===== src/rtl/cosim_cmd_engine.sv =====
// -----------------------------------------------------------------------------
// cosim_cmd_engine
//
// Byte-stream command engine between a byte transport (valid/ready, e.g. UART)
// and an array of NoC traffic loaders. It decodes host commands, drives
// per-core loader configuration, starts the loaders, polls their idle state,
// reads PMU counters back, and applies a timed NoC reset. Each command gets
// an ack, error or data response.
//
// Commands (opcode, args -> response):
//   0x01 CFG       core, id, flags, axlen -> 0xA1 (0xEE if core out of range)
//   0x02 START     -                      -> 0xA2
//   0x03 POLL      -                      -> ceil(CORE_COUNT/8) idle bytes, LSB first
//   0x04 PMU       core, addr             -> PMU_DATA_WIDTH/8 bytes, little-endian
//   0x05 NOC_RESET -                      -> 0xA5 after RESET_CYCLES of noc_rst_o
//   other          -                      -> 0xEE
//
// Ports:
//   clk_i, rst_i               clock, synchronous active-high reset
//   rx_data_i/valid_i/ready_o  command byte input
//   tx_data_o/valid_o/ready_i  response byte output
//   pmu_addr_o / pmu_data_i    per-core PMU counter select and value
//   resp_wait_o, write_o,
//   id_o, axlen_o              per-core loader configuration
//   fifo_push_o                one-hot 1-cycle push of the config into a core FIFO
//   start_o                    1-cycle start pulse to all loaders
//   idle_i                     per-core loader idle
//   noc_rst_o                  active-high reset to NoC and loaders
//
// Optional feature macro: COSIM_TIMEOUT_EN
//   When defined, a partially received command is abandoned after
//   TIMEOUT_CYCLES cycles without an rx byte and 0xEF is returned.
//   When undefined, argument collection waits indefinitely.
// -----------------------------------------------------------------------------
module cosim_cmd_engine #(
   parameter int unsigned CORE_COUNT     = 16,
   parameter int unsigned AXI_ID_WIDTH   = 5,
   parameter int unsigned PMU_ADDR_WIDTH = 5,
   parameter int unsigned PMU_DATA_WIDTH = 32,
   parameter int unsigned RESET_CYCLES   = 16,
   parameter int unsigned TIMEOUT_CYCLES = 1_000_000
) (
   input  logic                                 clk_i,
   input  logic                                 rst_i,
   input  logic [7:0]                           rx_data_i,
   input  logic                                 rx_valid_i,
   output logic                                 rx_ready_o,
   output logic [7:0]                           tx_data_o,
   output logic                                 tx_valid_o,
   input  logic                                 tx_ready_i,
   output logic [CORE_COUNT*PMU_ADDR_WIDTH-1:0] pmu_addr_o,
   input  logic [CORE_COUNT*PMU_DATA_WIDTH-1:0] pmu_data_i,
   output logic [CORE_COUNT-1:0]                resp_wait_o,
   output logic [CORE_COUNT-1:0]                write_o,
   output logic [CORE_COUNT*AXI_ID_WIDTH-1:0]   id_o,
   output logic [CORE_COUNT*8-1:0]              axlen_o,
   output logic [CORE_COUNT-1:0]                fifo_push_o,
   output logic                                 start_o,
   input  logic [CORE_COUNT-1:0]                idle_i,
   output logic                                 noc_rst_o
);

   localparam int unsigned POLL_BYTES = (CORE_COUNT + 7) / 8;
   localparam int unsigned PMU_BYTES  = PMU_DATA_WIDTH / 8;
   localparam int unsigned RESP_BYTES = (POLL_BYTES > PMU_BYTES) ? POLL_BYTES : PMU_BYTES;
   localparam int unsigned RESP_W     = RESP_BYTES * 8;

   localparam logic [7:0] OP_CFG   = 8'h01;
   localparam logic [7:0] OP_START = 8'h02;
   localparam logic [7:0] OP_POLL  = 8'h03;
   localparam logic [7:0] OP_PMU   = 8'h04;
   localparam logic [7:0] OP_NRST  = 8'h05;

   localparam logic [7:0] RSP_CFG   = 8'hA1;
   localparam logic [7:0] RSP_START = 8'hA2;
   localparam logic [7:0] RSP_NRST  = 8'hA5;
   localparam logic [7:0] RSP_ERR   = 8'hEE;

   typedef enum logic [2:0] {
      StIdle,
      StArgs,
      StExec,
      StNrst,
      StResp
   } state_e;

   state_e                             r_state;
   state_e                             w_state_nxt;

   // High while rst_i is applied and for the edge after; gates rx and holds the NoC in reset.
   logic                               r_por;
   logic [7:0]                         r_opcode;
   logic [7:0]                         r_args [4];
   logic [1:0]                         r_arg_idx;
   logic [31:0]                        r_rst_cnt;

   // Response bytes are shifted out LSB first; r_resp_cnt counts bytes still to send.
   logic [RESP_W-1:0]                  r_resp;
   logic [5:0]                         r_resp_cnt;

   logic [CORE_COUNT*AXI_ID_WIDTH-1:0]   r_id;
   logic [CORE_COUNT-1:0]                r_write;
   logic [CORE_COUNT-1:0]                r_resp_wait;
   logic [CORE_COUNT*8-1:0]              r_axlen;
   logic [CORE_COUNT*PMU_ADDR_WIDTH-1:0] r_pmu_addr;
   logic [CORE_COUNT-1:0]                r_fifo_push;
   logic                                 r_start;

`ifdef COSIM_TIMEOUT_EN
   logic [31:0]                        r_to_cnt;
   logic                               w_to_hit;
`endif

   logic                               w_rx_fire;
   logic                               w_tx_fire;
   logic                               w_args_last;
   logic                               w_core_ok;
   logic                               w_nrst_done;
   logic                               w_resp_last;
   logic [PMU_DATA_WIDTH-1:0]          w_pmu_sel;

   assign w_rx_fire   = rx_valid_i & rx_ready_o;
   assign w_tx_fire   = tx_valid_o & tx_ready_i;
   // CFG carries four argument bytes, PMU two.
   assign w_args_last = (r_arg_idx == ((r_opcode == OP_CFG) ? 2'd3 : 2'd1));
   // Core byte is compared in 9 bits so CORE_COUNT=256 accepts every byte value.
   assign w_core_ok   = ({1'b0, r_args[0]} < 9'(CORE_COUNT));
   assign w_nrst_done = (r_rst_cnt == 32'(RESET_CYCLES - 1));
   assign w_resp_last = (r_resp_cnt == 6'd1);

`ifdef COSIM_TIMEOUT_EN
   assign w_to_hit = (r_state == StArgs) && !w_rx_fire &&
                     (r_to_cnt == 32'(TIMEOUT_CYCLES - 1));
`endif

   // PMU value of the addressed core; only used when the core is in range.
   always_comb begin
      w_pmu_sel = '0;
      for (int k = 0; k < CORE_COUNT; k++) begin
         if (r_args[0] == 8'(k)) begin
            w_pmu_sel = pmu_data_i[k*PMU_DATA_WIDTH +: PMU_DATA_WIDTH];
         end
      end
   end

   // ---------------------------------------------------------------------------
   // FSM state register
   // ---------------------------------------------------------------------------
   always_ff @(posedge clk_i) begin
      if (rst_i) begin
         r_state <= StIdle;
      end else begin
         r_state <= w_state_nxt;
      end
   end

   // ---------------------------------------------------------------------------
   // FSM next state
   // ---------------------------------------------------------------------------
   always_comb begin
      w_state_nxt = r_state;
      unique case (r_state)
         StIdle: begin
            if (w_rx_fire) begin
               case (rx_data_i)
                  OP_CFG, OP_PMU: w_state_nxt = StArgs;
                  OP_NRST:        w_state_nxt = StNrst;
                  // Argument-less and unknown opcodes resolve in EXEC.
                  default:        w_state_nxt = StExec;
               endcase
            end
         end
         StArgs: begin
            if (w_rx_fire && w_args_last) begin
               w_state_nxt = StExec;
            end
`ifdef COSIM_TIMEOUT_EN
            else if (w_to_hit) begin
               w_state_nxt = StResp;
            end
`endif
         end
         StExec: w_state_nxt = StResp;
         StNrst: begin
            if (w_nrst_done) begin
               w_state_nxt = StResp;
            end
         end
         StResp: begin
            if (w_tx_fire && w_resp_last) begin
               w_state_nxt = StIdle;
            end
         end
         default: w_state_nxt = StIdle;
      endcase
   end

   // ---------------------------------------------------------------------------
   // FSM outputs
   // ---------------------------------------------------------------------------
   always_comb begin
      rx_ready_o = !r_por && ((r_state == StIdle) || (r_state == StArgs));
      tx_valid_o = (r_state == StResp);
      tx_data_o  = r_resp[7:0];
      noc_rst_o  = r_por || (r_state == StNrst);
   end

   assign pmu_addr_o  = r_pmu_addr;
   assign resp_wait_o = r_resp_wait;
   assign write_o     = r_write;
   assign id_o        = r_id;
   assign axlen_o     = r_axlen;
   assign fifo_push_o = r_fifo_push;
   assign start_o     = r_start;

   // ---------------------------------------------------------------------------
   // Datapath: argument capture, command execution, response shifting
   // ---------------------------------------------------------------------------
   always_ff @(posedge clk_i) begin
      if (rst_i) begin
         r_por       <= 1'b1;
         r_opcode    <= '0;
         for (int i = 0; i < 4; i++) begin
            r_args[i] <= '0;
         end
         r_arg_idx   <= '0;
         r_rst_cnt   <= '0;
         r_resp      <= '0;
         r_resp_cnt  <= '0;
         r_id        <= '0;
         r_write     <= '0;
         r_resp_wait <= '0;
         r_axlen     <= '0;
         r_pmu_addr  <= '0;
         r_fifo_push <= '0;
         r_start     <= 1'b0;
`ifdef COSIM_TIMEOUT_EN
         r_to_cnt    <= '0;
`endif
      end else begin
         r_por       <= 1'b0;
         r_fifo_push <= '0;
         r_start     <= 1'b0;
         unique case (r_state)
            StIdle: begin
               if (w_rx_fire) begin
                  r_opcode  <= rx_data_i;
                  r_arg_idx <= '0;
                  r_rst_cnt <= '0;
`ifdef COSIM_TIMEOUT_EN
                  r_to_cnt  <= '0;
`endif
               end
            end
            StArgs: begin
               if (w_rx_fire) begin
                  r_args[r_arg_idx] <= rx_data_i;
                  r_arg_idx         <= r_arg_idx + 2'd1;
                  // The PMU select is driven as soon as the addr byte lands so
                  // the counter value is settled by the end of EXEC.
                  if ((r_opcode == OP_PMU) && (r_arg_idx == 2'd1)) begin
                     for (int k = 0; k < CORE_COUNT; k++) begin
                        if (r_args[0] == 8'(k)) begin
                           r_pmu_addr[k*PMU_ADDR_WIDTH +: PMU_ADDR_WIDTH] <=
                              rx_data_i[PMU_ADDR_WIDTH-1:0];
                        end
                     end
                  end
`ifdef COSIM_TIMEOUT_EN
                  r_to_cnt <= '0;
`endif
               end
`ifdef COSIM_TIMEOUT_EN
               else if (w_to_hit) begin
                  r_resp     <= RESP_W'(8'hEF);
                  r_resp_cnt <= 6'd1;
               end else begin
                  r_to_cnt <= r_to_cnt + 32'd1;
               end
`endif
            end
            StExec: begin
               r_resp     <= RESP_W'(RSP_ERR);
               r_resp_cnt <= 6'd1;
               case (r_opcode)
                  OP_CFG: begin
                     if (w_core_ok) begin
                        r_resp <= RESP_W'(RSP_CFG);
                        for (int k = 0; k < CORE_COUNT; k++) begin
                           if (r_args[0] == 8'(k)) begin
                              r_id[k*AXI_ID_WIDTH +: AXI_ID_WIDTH] <=
                                 r_args[1][AXI_ID_WIDTH-1:0];
                              r_write[k]         <= r_args[2][0];
                              r_resp_wait[k]     <= r_args[2][1];
                              r_axlen[k*8 +: 8]  <= r_args[3];
                              r_fifo_push[k]     <= 1'b1;
                           end
                        end
                     end
                  end
                  OP_START: begin
                     r_start <= 1'b1;
                     r_resp  <= RESP_W'(RSP_START);
                  end
                  OP_POLL: begin
                     r_resp     <= RESP_W'(idle_i);
                     r_resp_cnt <= 6'(POLL_BYTES);
                  end
                  OP_PMU: begin
                     if (w_core_ok) begin
                        r_resp     <= RESP_W'(w_pmu_sel);
                        r_resp_cnt <= 6'(PMU_BYTES);
                     end
                  end
                  default: ;
               endcase
            end
            StNrst: begin
               r_rst_cnt <= r_rst_cnt + 32'd1;
               if (w_nrst_done) begin
                  r_resp     <= RESP_W'(RSP_NRST);
                  r_resp_cnt <= 6'd1;
               end
            end
            StResp: begin
               if (w_tx_fire) begin
                  r_resp     <= r_resp >> 8;
                  r_resp_cnt <= r_resp_cnt - 6'd1;
               end
            end
            default: ;
         endcase
      end
   end

endmodule


===== config.mk =====
export PLATFORM = sky130hd
export DESIGN_NAME = cosim_cmd_engine
export DESIGN_NICKNAME = d
export VERILOG_FILES = /design/src/rtl/cosim_cmd_engine.sv
export SDC_FILE = /design/constraint.sdc
export NUM_CORES = 1
export LEC_CHECK = 0
export ABC_AREA = 0
export CORE_AREA = 2 2 350 352
export DETAILED_ROUTE_END_ITERATION = 7
export DIE_AREA = 0 0 352 354
export GPL_TIMING_DRIVEN = 0
export PLACE_DENSITY = 0.49
export SYNTH_ARGS = -nofsm -noshare
export SYNTH_HDL_FRONTEND = slang
export SYNTH_SLANG_ARGS = --single-unit

===== constraint.sdc =====
create_clock -name clk_i -period 3.8 [get_ports clk_i]
set_input_delay 0.76 -clock clk_i [delete_from_list [all_inputs] [get_ports clk_i]]
set_output_delay 0.76 -clock clk_i [all_outputs]
set_load 0.02 [all_outputs]

### Yosys cells after proc, flatten, opt, wreduce, memory -nomap -nowiden

Memory sizes are Yosys's and may differ from the RTL's.
Index checks and enable logic that the tools add are counted.
Widths: inputs -> output; s select.

* register bits after elaboration: 421
* bits in writable memories: 32
* bits of input ports: 540
* output and inout bits: 348
* memories: 1

Memories
* r_args: words 4, bits a word 8, read ports 4, clocked after Yosys merged registers in 0, wr ports 4, RTL line 93 `logic [7:0] r_args [4];`

* add/sub/neg operators: 3
* order comparisons: 1
* eq/ne operators: 36
* mux-type cells: 65
* bitwise operators: 5
* reductions and logical operators: 53

Operators with widths (number)
* $mux 32: 20
* $reduce_and 4->1: 33
* $pmux 32 s4: 1
* $pmux 32 s3: 1
* $eq 8x4->1 const B: 8
* $pmux 32 s2: 1
* $eq 8x3->1 const B: 7
* $add 32x1->32 const B: 1
* $eq 32x4->1 const B: 1
* $eq 8x2->1 const B: 4
* $eq 8x1->1 const B: 3
* $mux 1: 24
* $pmux 6 s3: 1
* $mux 3: 5
* $pmux 3 s5: 1
* $mux 6: 2
* $logic_not 8->1: 1
* $lt 8x5->1 const B: 1
* $mux 2: 4
* $mux 8: 1
* $ne 2x2->1 const B: 4
* $pmux 2 s2: 2
* $reduce_or 8->1: 1
* $mux 7: 1
* 22 further kinds: 35

### Longest topological paths before layout

Gate-level depths: netlist (run 1).
An unclocked memory read counts as a cell.

* word-level depth: 21
* mapped depth: 11
* gate-level depth less buffers: 8

### Least setup slack after synthesis (run 1)

OpenSTA, ideal clock, no wires.

* kind: reg-to-reg
* from: memory r_args[0][4]
* to: register r_resp[29]
* library setup time: 0.059 ns
* data arrival time: 2.373 ns
* required time: 3.741 ns
* path slack: 1.368 ns
* stages on the path, launching flop included: 9
* buffers on the path: 2
* clock period less this slack: 2.432 ns
* cells stage by stage: edfxtp_1 -> or4_1 -> buf_2 -> or4_1 -> buf_2 -> nor3_4 -> nand4_4 -> a211oi_2 -> a22o_1

RTL lines
* from (decl): RTL line 93
* to (signal assigned): RTL line 283 `r_resp <= RESP_W'(RSP_ERR);`
* to (signal assigned): RTL line 288 `r_resp <= RESP_W'(RSP_CFG);`
* to (signal assigned): RTL line 303 `r_resp <= RESP_W'(RSP_START);`
* to (decl): RTL line 98 `logic [RESP_W-1:0] r_resp;`

==> out/qor.csv, run 1 <==
metric;value;unit
CP peak stage delay;0.73;ns
setup repair after global routing missed its margin;yes;
simple-gate share of the synthesized area;0.249;
r2r startpoint;r_args[0][3]$_SDFFCE_PN0P_;
maximum frequency from static timing analysis;249;MHz
post-synthesis adder-cell area fraction;0.00225;
max-cap check violation count;0;
final count of negative-setup-slack endpoints;30;
gate count of the mapped netlist;2827;
maximum number of pins on one net before global-route repair;16;
overall die area;0.125;sq mm
LEAKAGE;11.6;nW
CTS Root Cell;sky130_fd_sc_hd__clkbuf_16;
die height;354;um
cell occurring most often along the worst timing path;sky130_fd_sc_hd__clkbuf_1;
non-filler cells in the finished layout;5481;
number of violations reported at the end of detailed-routing iteration 0;3049;
violated checks;setup timing;
headroom to the max-slew limit;0.0831;
Syn Nets;3371;
Post-Synth XOR/XNOR Area;0.000788;
count of input and output buffers;887;
max-slew violations;0;
Post-Syn Area;0.0222;sq mm
wire length of the first global-routing pass;236000;um
final critical-path share of the clock period;1.06;
number of vias per cell after detailed routing;5.05;
Crit Path Category;reg -> reg;
sequential area share after synthesis;0.410;
final hold violation count;0;
main combinational cell family by area after synthesis;simple AND/OR/NAND/NOR gates;
number of iterations in the first detailed-routing pass;5;
data arrival time of the critical path;4.51;ns
number of placed instances, taps included;5352;
number of placement rows;128;
DRC violations left;0;
number of CTS-inserted buffers;54;
primary flip-flop cell chosen by synthesis mapping;sky130_fd_sc_hd__dfxtp_1;
CTS clk-pin slew, worst paths;0.06;ns
final global-route overflow total;0;
CTS tree;built;
CTS max path bufs;3;
Hold EP;axlen_o[36]$_SDFFE_PP0P_;
type of element launching the critical path;flip-flop;
Post-Synthesis Mean Instance Area;7.87;sq um
layout cells sized above 1;0.0875;
CP cell instances;clkbuf_1, nor2b_1, clkbuf_1, clkbuf_1, nand3_1, o22ai_1, nor3b_1, o211ai_1, a21oi_1;
cell area reported after detailed placement;0.0334;sq mm
classification of the worst-slack hold path;reg -> reg;
Min Clock Period, post-route;4.02;ns
area of the core region;0.121;sq mm
floorplan die width;352;um
final non-filler cell area;0.0355;sq mm
share of cell area taken by muxes after synthesis;0.0728;
detailed placer's ending HPWL;146000;um
initial antenna violation count;77;
overall fraction of global-route tracks in use;0.275;
largest voltage drop on the vdd net;0.350;mV
I/O pin cnt;888;
GPL Wtd Cong;1.02;
EDFF count, synth;23;
number of global-route vias before repair;26100;
share of the core filled with cells in the final layout;0.293;
Sink Count;444;
leading cell types by total area after synthesis;sky130_fd_sc_hd__dfxtp_1 38%, sky130_fd_sc_hd__nand2_1 13%, sky130_fd_sc_hd__a21oi_1 8.8%;
Yosys top cell area share;0.379;
P&R area growth vs syn;59.6;%
required time worst endpoint;4.29;ns
wire length reported by the detailed router;179000;um
CP Capture Type;flip-flop;
Synth async-reset ratio;0;
worst-case clock skew;0.0611;ns
area of combinational cells with multiple inputs;0.0121;sq mm
hold path start;axlen_o[36]$_SDFFE_PP0P_;
Worst Slack Setup Final;-0.219;ns
flip-flop and latch count after synthesis;444;
count of cells along the worst register-to-register path;9;
final-stage net count;4330;
initial cell density of the core;0.184;
post-synthesis compound-gate area fraction;0.211;
total power divided by cell area;379;mW/mm^2
Synth Warn #;0;
result of the run;finished with violations;
register area;0.00912;sq mm
Final ANT Viol Nets;0;
Hold Crit Depth;2;
clock insertion delay at the later pin of the skew report;0.68;ns
Least-Margin Pin Slew;1.38;ns
capturing point of the worst reg2reg path;r_resp[3]$_SDFFE_PP0P_;
post-synth cell types;86;
routed length per placed instance;32.7;um
worst reg-to-reg setup slack;-0.22;ns
total vias in the final route;27700;
maximum fanout along the worst path;10;
cell type contributing the most total cell area after synthesis;sky130_fd_sc_hd__dfxtp_1;
Max stage delay cell, worst path;sky130_fd_sc_hd__nand3_1;
H-tree depth;2;
number of fillers in the final layout;13200;
-- logic make-up after synthesis --
logic type               Yosys count
AND/OR/NAND/NOR                 1228
AO/OA/AOI/OAI                    761
flip-flops                       444
buffers and inverters            281
multiplexers                     107
adder cells (fa/ha/maj)            4
XOR/XNOR                           2
-- worst max-delay path: cells and delay by family, from the launching register on --
kind	cells	cell delay [ns]
buf+inv	3	1.33
compound gates	3	1.07
simple gates	3	1.05
flops	1	0.40
-- routing by layer --
layer / track usage / share of wire / vias up
li1: - / - / 12000
met2: 0.404 / 0.41 / 1672
met4: 0.0829 / 0.033 / 50
met1: 0.373 / 0.44 / 13600
met3: 0.0998 / 0.11 / 321
met5: 0 / 0.0017 / -
-- worst max-delay path by stage --
stage	from	to	slack, ns	depth (start not counted)
after CTS	r_args[0][1]$_SDFFCE_PN0P_	r_resp[17]$_SDFFE_PP0P_	0.005	9
final	r_args[0][3]$_SDFFCE_PN0P_	r_resp[3]$_SDFFE_PP0P_	-0.22	9
after global routing	r_args[0][3]$_SDFFCE_PN0P_	r_resp[3]$_SDFFE_PP0P_	-0.15	9
after floorplan	r_args[0][4]$_SDFFCE_PN0P_	r_resp[29]$_SDFFE_PP0P_	1.37	8
after detailed placement	r_args[0][0]$_SDFFCE_PN0P_	r_resp[8]$_SDFFE_PP0P_	-0.94	8
after global placement	r_args[0][2]$_SDFFCE_PN0P_	write_o[13]$_SDFFE_PP0P_	-1.64	7
-- sequential cells by signal, indices dropped and copies added (netlist names) --
register and count:
axlen_o 128, id_o 80, pmu_addr_o 80, r_resp 32, r_rst_cnt 32, r_args 23, fifo_push_o 16, resp_wait_o 16
write_o 16, r_opcode 8, r_resp_cnt 6, r_state 3, r_arg_idx 2, r_por 1, start_o 1
-- cells in the mapped netlist (all sizes together) (6+ instances only) --
cell	n
nand2	758
dfxtp	421
a21oi	393
clkbuf	172
nor2	152
buf	88
o21ai	76
nand3	57
mux2i	47
and3	43
mux4	42
nor3	35
o22ai	34
nand4	32
nor4	30
a211oi	27
a22oi	23
edfxtp	23
o211ai	23
a31oi	21
and2	21
inv	21
mux2	18
nand2b	17
or3	16
o221ai	15
a2111oi	14
a211o	14
a221oi	14
nor2b	14
nand3b	11
o31ai	10
a21boi	9
o311ai	9
a22o	8
a311oi	8
o2111ai	8
or4	8
and4	7
and3b	6
o21a	6
o22a	6
o2bb2ai	6
-- layout by cell type, fill, tap and decap left out, types with 17 or more instances in the layout --
| cell | instances |
|---|---|
| sky130_fd_sc_hd__nand2b_1 | 17 |
| sky130_fd_sc_hd__a211oi_1 | 26 |
| sky130_fd_sc_hd__inv_1 | 20 |
| sky130_fd_sc_hd__dfxtp_1 | 421 |
| sky130_fd_sc_hd__o21ai_0 | 73 |
| sky130_fd_sc_hd__clkbuf_16 | 55 |
| sky130_fd_sc_hd__diode_2 | 26 |
| sky130_fd_sc_hd__clkdlybuf4s50_1 | 886 |
| sky130_fd_sc_hd__mux4_2 | 42 |
| sky130_fd_sc_hd__o211ai_1 | 23 |
| sky130_fd_sc_hd__clkbuf_1 | 164 |
| sky130_fd_sc_hd__buf_4 | 27 |
| sky130_fd_sc_hd__mux2_2 | 18 |
| sky130_fd_sc_hd__nor2_1 | 137 |
| sky130_fd_sc_hd__o22ai_1 | 34 |
| sky130_fd_sc_hd__mux2i_1 | 47 |
| sky130_fd_sc_hd__nand3_1 | 53 |
| sky130_fd_sc_hd__a21oi_1 | 392 |
| sky130_fd_sc_hd__buf_2 | 52 |
| sky130_fd_sc_hd__and2_1 | 20 |
| sky130_fd_sc_hd__nand4_1 | 31 |
| sky130_fd_sc_hd__a22oi_1 | 23 |
| sky130_fd_sc_hd__nand2_1 | 757 |
| sky130_fd_sc_hd__nor4_1 | 25 |
| sky130_fd_sc_hd__and3_1 | 43 |
| sky130_fd_sc_hd__clkbuf_2 | 18 |
| sky130_fd_sc_hd__edfxtp_1 | 23 |
| sky130_fd_sc_hd__a31oi_1 | 21 |
-- stage by stage --
| stage | hold slack (ns) | TNS, ns | worst slack [ns] | total power (W) |
|---|---|---|---|---|
| final | 0.450 | -2.61 | -0.219 | 0.0135 |
| after floorplan | 0.431 | 0 | 1.37 | 0.00636 |
| after global placement | 0.437 | -163.46 | -1.64 | 0.00797 |
| after CTS | 0.451 | 0 | 0.00541 | 0.0135 |
| after global routing | 0.465 | -2.17 | -0.154 | 0.0139 |
| after detailed placement | 0.442 | -79.51 | -0.941 | 0.00798 |
-- power by group --
part	leakage, nW	internal (W)	switching [W]
Sequential	3.63	0.00483	0.000101
Clock	0.908	0.00314	0.00232
Combinational	7.06	0.00119	0.00189
Total	11.6	0.00916	0.00431
-- final cells by class --
| cell class | count | share of cell area |
|---|---|---|
| sequential | 444 | 0.257 |
| timing repair buffer | 905 | 0.256 |
| buffer | 258 | 0.0331 |
| inverter | 21 | 0.00222 |
| clock buffer | 75 | 0.0437 |
| antenna | 26 | 0.00183 |
| multi-input combinational | 2102 | 0.340 |
| tap | 1625 | 0.0573 |
| clock inverter | 25 | 0.00804 |
-- what timing repair did --
action                                  CTS  global route
gates cloned                              0             0
resized for setup                        42            21
endpoints found under the setup margin  184            67
buffers inserted                          0             4
pin swaps                                 0             2
hold buffers                              0             0
(Power assumes the default switching activity.)
==> run 2: changes to the inputs <==
- DONT_BUFFER_PORTS: default -> 1
- GPL_TIMING_DRIVEN: 0 -> 1
- PLACE_DENSITY: 0.49 -> 0.39
==> out/qor.csv, run 2 (synthesized netlist as in run 1, its figures left out) <==
metric;value;unit;change
result of the run;finished with violations;;
violated checks;slew limit;;
DRC violations left;0;;unchanged
total of hold buffers inserted after clock tree synthesis;0;;unchanged
LEAKAGE;8.33;nW;-28%
number of iterations in the first detailed-routing pass;6;;+1
layout cells sized above 1;0.129;;+0.0415
maximum number of pins on one net before global-route repair;405;;+389
overall power consumption;0.0128;W;-4.7%
number of placement rows;128;;unchanged
Final ANT Viol Nets;0;;unchanged
share of total power in sequential cells;0.399;;+0.033
largest voltage drop on the vdd net;0.339;mV;-3.3%
classification of the worst-slack hold path;in -> reg;;
PostCTS Resize Cnt;0;;-100%
highest-count cells in the layout ignoring fill and taps;758 x sky130_fd_sc_hd__nand2_1, 421 x sky130_fd_sc_hd__dfxtp_1, 392 x sky130_fd_sc_hd__a21oi_1, 137 x sky130_fd_sc_hd__nor2_1, 131 x sky130_fd_sc_hd__buf_4;;
number of global-route vias before repair;21200;;-19%
CTS tree;built;;
P_int;0.00890;W;-2.8%
Least-Margin Pin Slew;2.53;ns;+1.15 ns
number of violations reported at the end of detailed-routing iteration 0;2900;;-4.9%
overall fraction of global-route tracks in use;0.239;;-0.0360
Sink Count;444;;unchanged
routed length per placed instance;34.9;um;+6.7%
required time worst endpoint;4.40;ns;+0.11 ns
max-slew violations;244;;+244
combinational group share of total power;0.151;;-0.077
total negative slack for setup checks;0;ns;+2.61 ns
setup repair after global routing missed its margin;no;;
CTS Root Cell;sky130_fd_sc_hd__clkbuf_16;;
die height;354;um;unchanged
initial cell density of the core;0.184;;unchanged
headroom to the max-slew limit;-0.684;;-0.767
total power divided by cell area;484;mW/mm^2;+28%
CP Capture Type;flip-flop;;
Hold Worst Slack;0.191;ns;-0.258 ns
CTS max path bufs;3;;unchanged
type of element launching the critical path;flip-flop;;
final critical-path share of the clock period;0.987;;-0.0703
CTS clk-pin slew, worst paths;0.06;ns;about the same
number of vias per cell after detailed routing;5.18;;+2.6%
P&R area growth vs syn;19.1;%;
leading cell type in the layout, fill and taps excluded;sky130_fd_sc_hd__nand2_1;;
clock network fraction of total power;0.451;;+0.045
wire length of the first global-routing pass;206000;um;-13%
Min Clock Period, post-route;3.75;ns;-0.267 ns
final-stage net count;3304;;-24%
I/O pin cnt;888;;unchanged
count of input and output buffers;0;;-100%
total vias in the final route;23200;;-16%
max-cap check violation count;0;;unchanged
buffer count from post-CTS setup fixing;0;;unchanged
Crit Path Category;reg -> reg;;
number of CTS-inserted buffers;55;;+1.9%
initial antenna violation count;69;;-10%
detailed placer's ending HPWL;121000;um;-17%
floorplan die width;352;um;unchanged
flip-flop count of the largest register after layout;128;;unchanged
Net Sw Frac;0.306;;-0.0136
maximum frequency from static timing analysis;267;MHz;+7.1%
final hold violation count;0;;unchanged
area of the core region;0.121;sq mm;unchanged
H-tree depth;2;;unchanged
data arrival time of the critical path;4.35;ns;-0.16 ns
P_sw;0.00393;W;-8.8%
worst-case clock skew;0.0314;ns;-0.0297 ns
wire length reported by the detailed router;156000;um;-13%
final global-route overflow total;0;;unchanged
maximum fanout along the worst path;40;;+30
overall die area;0.125;sq mm;unchanged
Worst Slack Setup Final;0.0485;ns;+0.267 ns
number of fillers in the final layout;13500;;+2.3%
clock insertion delay at the later pin of the skew report;0.65;ns;-0.03 ns
setup slack after placement;0.0802;ns;+1.02 ns
final count of negative-setup-slack endpoints;0;;-100%
GPL Wtd Cong;1.04;;+1.6%
run 2: metrics by stage:
stage,std cells,area [sq um],utilization
3_5_place_dp,4328,24400,0.202
2_1_floorplan,2827,22200,-
3_3_place_gp,4328,24400,0.202
4_1_cts,4431,26400,0.218
5_1_grt,4436,26400,0.218
6_report,4472,26500,0.219
run 2: path summary, 6_finish.rpt:
check	from	to	slack, ns	cells past startpoint
worst max register to register	r_args[0][4]$_SDFFCE_PN0P_	r_resp[30]$_SDFFE_PP0P_	0.05	7
worst max-delay path	r_args[0][4]$_SDFFCE_PN0P_	r_resp[30]$_SDFFE_PP0P_	0.05	7
worst min register to register	r_opcode[6]$_SDFFE_PP0P_	r_opcode[6]$_SDFFE_PP0P_	0.46	2
worst min-delay path	rst_i	pmu_addr_o[26]$_SDFFE_PP0P_	0.19	1
run 2: power by group through the flow:
stage	sequential (W)	combinational (W)	clock, W
finish	0.00511	0.00193	0.00578
global route	0.00513	0.00204	0.00611
CTS	0.00511	0.00189	0.00597
detailed placement	0.00521	0.00188	0
global placement	0.00521	0.00189	0
floorplan	0.00499	0.00137	0
run 2: final cells by class:
class | instances | area, sq um | share of cell area
multi-input combinational | 2102 | 12100 | 0.456
antenna | 41 | 103 | 0.00387
clock buffer | 73 | 1590 | 0.0599
clock inverter | 30 | 399 | 0.0151
sequential | 444 | 9120 | 0.344
tap | 1625 | 2030 | 0.0768
timing repair buffer | 136 | 1080 | 0.0409
inverter | 21 | 78.8 | 0.00298
run 2: worst max-delay path, stage by stage, from the launching register on:
cell	delay, ns
sky130_fd_sc_hd__edfxtp_1	0.42
sky130_fd_sc_hd__or4_4	0.85
sky130_fd_sc_hd__buf_4	0.36
sky130_fd_sc_hd__nor3_4	0.85
sky130_fd_sc_hd__a22oi_1	0.21
sky130_fd_sc_hd__a31oi_1	0.58
sky130_fd_sc_hd__a2111o_1	0.24
sky130_fd_sc_hd__a32o_1	0.15
run 2: metal layers:
metal | up-vias | track usage | routed length, um
met4 | 46 | 0.0411 | 2600
met5 | - | 0 | 308
li1 | 9974 | - | -
met3 | 210 | 0.111 | 18900
met2 | 1415 | 0.351 | 66000
met1 | 11500 | 0.320 | 68200
==> run 3: changes to the inputs <==
--- a/config.mk
+++ b/config.mk
@@ -7,9 +7,9 @@
 export LEC_CHECK = 0
-export ABC_AREA = 0
-export CORE_AREA = 2 2 350 352
+export ABC_AREA = 1
+export CORE_AREA = 2 2 343 345
 export DETAILED_ROUTE_END_ITERATION = 7
-export DIE_AREA = 0 0 352 354
+export DIE_AREA = 0 0 345 347
 export DONT_BUFFER_PORTS = 1
 export GPL_TIMING_DRIVEN = 1
-export PLACE_DENSITY = 0.39
+export PLACE_DENSITY = 0.38
 export SYNTH_ARGS = -nofsm -noshare
--- a/constraint.sdc
+++ b/constraint.sdc
@@ -3,2 +3,2 @@
 set_output_delay 0.76 -clock clk_i [all_outputs]
-set_load 0.02 [all_outputs]
+set_load 0.01 [all_outputs]
==> out/qor.csv, run 3 <==
metric;value;unit;change
Synth Warn #;0;;unchanged
gate count of the mapped netlist;2783;;-1.6%
DRC violations left;0;;unchanged
Post-Syn Area;0.0201;sq mm;-9.5%
die height;347;um;-2.0%
area of the core region;0.116;sq mm;-4.3%
area of combinational cells with multiple inputs;0.00944;sq mm;-22%
GPL Wtd Cong;1.08;;+3.7%
max-cap check violation count;0;;unchanged
initial antenna violation count;35;;-49%
clock insertion delay at the later pin of the skew report;0.65;ns;about the same
overall power consumption;0.0123;W;-4.1%
final hold violation count;0;;unchanged
top cell types by occurrence after synthesis;522 x sky130_fd_sc_hd__nand2_1, 477 x sky130_fd_sc_hd__a21oi_1, 421 x sky130_fd_sc_hd__dfxtp_1, 366 x sky130_fd_sc_hd__o21ai_0, 217 x sky130_fd_sc_hd__nor2_1;;
number of fillers in the final layout;13200;;-1.9%
type of element launching the critical path;flip-flop;;
number of placement rows;125;;-2.3%
layout cells sized above 1;0.0958;;-0.0332
Hold Crit Depth;0;;-1
maximum frequency from static timing analysis;279;MHz;+4.7%
Final ANT Viol Nets;0;;unchanged
I/O pin cnt;888;;unchanged
CP cell instances;nor2_1, nand2_1, nor2_2, buf_4, nand2_1, nand3_1, nor2_1, nand4_1, nor2_1, nand4_1, nand2_1, nand3_1, nand2_1, nand2_1, nand2_1, nand2_1, nand2_1, a21oi_2;;
headroom to the max-slew limit;0.177;;+0.861
overall fraction of global-route tracks in use;0.210;;-0.0285
result of the run;finished clean;;
leading cell types by total area after synthesis;sky130_fd_sc_hd__dfxtp_1 42%, sky130_fd_sc_hd__a21oi_1 12%, sky130_fd_sc_hd__nand2_1 9.7%;;
primary flip-flop cell chosen by synthesis mapping;sky130_fd_sc_hd__dfxtp_1;;
total power divided by cell area;518;mW/mm^2;+6.9%
number of violations reported at the end of detailed-routing iteration 0;2164;;-25%
number of vias per cell after detailed routing;4.82;;-7.0%
Min Clock Period, post-route;3.58;ns;-0.168 ns
most used standard cell by instance count after synthesis;sky130_fd_sc_hd__nand2_1;;
leading cell type in the layout, fill and taps excluded;sky130_fd_sc_hd__nand2_1;;
count of input and output buffers;0;;unchanged
LEAKAGE;8.67;nW;+4.1%
detailed placer's ending HPWL;104000;um;-15%
wire length reported by the detailed router;131000;um;-16%
final critical-path share of the clock period;0.943;;-0.0441
largest voltage drop on the vdd net;0.314;mV;-7.2%
Least-Margin Pin Slew;1.22;ns;-1.30 ns
routed length per placed instance;30.5;um;-13%
cell type contributing the most total cell area after synthesis;sky130_fd_sc_hd__dfxtp_1;;
CTS max path bufs;3;;unchanged
number of CTS-inserted buffers;55;;unchanged
Crit Path Category;reg -> reg;;
overall die area;0.120;sq mm;-3.9%
EDFF count, synth;23;;unchanged
Yosys top cell area share;0.419;;+0.0400
CP peak stage delay;0.69;ns;-0.16 ns
max-slew violations;0;;-100%
total vias in the final route;20800;;-10%
final global-route overflow total;0;;unchanged
CTS Root Cell;sky130_fd_sc_hd__clkbuf_16;;
sequential area share after synthesis;0.453;;+0.0432
H-tree depth;2;;unchanged
number of global-route vias before repair;19500;;-8.1%
maximum number of pins on one net before global-route repair;139;;-66%
number of placed instances, taps included;4178;;-3.5%
CP Capture Type;flip-flop;;
final count of negative-setup-slack endpoints;0;;unchanged
flip-flop and latch count after synthesis;444;;unchanged
Post-Synthesis Mean Instance Area;7.23;sq um;-8.1%
CTS tree;built;;
post-synth cell types;49;;-43%
maximum fanout along the worst path;19;;-53%
flip-flop count of the largest register after layout;128;;unchanged
required time worst endpoint;4.36;ns;-0.04 ns
P&R area growth vs syn;18.1;%;
Synth async-reset ratio;0;;unchanged
data arrival time of the critical path;4.14;ns;-0.21 ns
setup repair after global routing missed its margin;no;;
Sink Count;444;;unchanged
final-stage net count;3255;;-1.5%
Syn Nets;3327;;-1.3%
worst-case clock skew;0.0437;ns;+0.0122 ns
CTS clk-pin slew, worst paths;0.06;ns;about the same
number of iterations in the first detailed-routing pass;6;;unchanged
floorplan die width;345;um;-2.0%
classification of the worst-slack hold path;in -> reg;;
register area;0.00912;sq mm;unchanged
total negative slack for setup checks;0;ns;unchanged
wire length of the first global-routing pass;176000;um;-14%
initial cell density of the core;0.174;;-0.0101
Max stage delay cell, worst path;sky130_fd_sc_hd__nor2_2;;
non-filler cells in the finished layout;4305;;-3.7%
highest-count cells in the layout ignoring fill and taps;521 x sky130_fd_sc_hd__nand2_1, 477 x sky130_fd_sc_hd__a21oi_1, 421 x sky130_fd_sc_hd__dfxtp_1, 366 x sky130_fd_sc_hd__o21ai_0, 206 x sky130_fd_sc_hd__nor2_1;;
cell occurring most often along the worst timing path;sky130_fd_sc_hd__nand2_1;;
count of cells along the worst register-to-register path;18;;+11
run 3: cell types whose count changed after synthesis, moves of 20 or more:
cell and change:
sky130_fd_sc_hd__o21ai_0 +292, sky130_fd_sc_hd__nand2_1 -236, sky130_fd_sc_hd__inv_1 +141, sky130_fd_sc_hd__a21oi_1 +84, sky130_fd_sc_hd__nor2_1 +77, sky130_fd_sc_hd__nand4_1 +72
sky130_fd_sc_hd__clkbuf_1 -64, sky130_fd_sc_hd__mux2i_1 -47, sky130_fd_sc_hd__and3_1 -42, sky130_fd_sc_hd__mux4_2 -42, sky130_fd_sc_hd__o22ai_1 -26, sky130_fd_sc_hd__nor2_2 +21
sky130_fd_sc_hd__a22oi_1 -20, sky130_fd_sc_hd__and2_1 -20
run 3: critical path: cells and delay by family, from the launching register on:
kind | cells | cell delay, ns
flip-flops | 1 | 0.42
buffers and inverters | 1 | 0.33
AND/OR/NAND/NOR | 16 | 2.59
AO/OA/AOI/OAI | 1 | 0.11
run 3: cell type report:
| type | instances | share of cell area |
|---|---|---|
| Antenna cell | 26 | 0.00274 |
| Inverter | 180 | 0.0288 |
| Multi-Input combinational cell | 1959 | 0.397 |
| Clock buffer | 78 | 0.0676 |
| Timing Repair Buffer | 71 | 0.0235 |
| Sequential cell | 444 | 0.384 |
| Clock inverter | 23 | 0.0159 |
| Tap cell | 1524 | 0.0803 |
run 3: through the flow:
| step | utilization | hold WS (ns) | setup WS (ns) | area (sq um) |
|---|---|---|---|---|
| detailed placement | 0.188 | 0.455 | 0.380 | 21700 |
| finish | 0.205 | 0.184 | 0.216 | 23800 |
| global placement | 0.188 | 0.450 | 0.398 | 21700 |
| CTS | 0.205 | 0.138 | 0.310 | 23700 |
| floorplan | - | 0.446 | 1.64 | 20100 |
| global route | 0.205 | 0.134 | 0.00381 | 23700 |
run 3: report_power, final:
part,switching (W),leakage (nW),internal [W]
Combinational,0.00119,4.08,0.000403
Sequential,0.000169,3.63,0.00488
Clock,0.00228,0.963,0.00339
Total,0.00364,8.67,0.00867
run 3: per-layer routing:
metal	global-route usage	vias up	part of all wire
met2	0.292	1201	0.39
met1	0.286	9999	0.45
met4	0.0390	26	0.019
met5	0	-	0.0013
li1	-	9358	-
met3	0.112	168	0.13
run 3: cell families (layout without fill, tap and decap cells):
family	count (synthesis)	after routing	share of synthesized area
AO/OA/AOI/OAI	909	909	0.233
XOR/XNOR	2	2	0.000871
flip-flops	444	444	0.453
AND/OR/NAND/NOR	1044	1044	0.230
other	0	26	0
buffers and inverters	380	352	0.0795
adder cells (fa/ha/maj)	4	4	0.00249
run 3: what timing repair did:
item                       CTS  global route
setup endpoints to repair    0             1
hold buffers                 0             0
resized for setup            0             1
setup buffers                0             0
run 3: worst paths after layout:
| path | slack [ns] | to | start |
|---|---|---|---|
| setup / recovery | 0.22 | r_resp[7]$_SDFFE_PP0P_ | r_args[0][2]$_SDFFCE_PN0P_ |
| setup reg to reg | 0.22 | r_resp[7]$_SDFFE_PP0P_ | r_args[0][2]$_SDFFCE_PN0P_ |
| hold reg to reg | 0.46 | r_resp[25]$_SDFFE_PP0P_ | r_resp[25]$_SDFFE_PP0P_ |
| hold / removal | 0.18 | r_por$_DFF_P_ | rst_i |
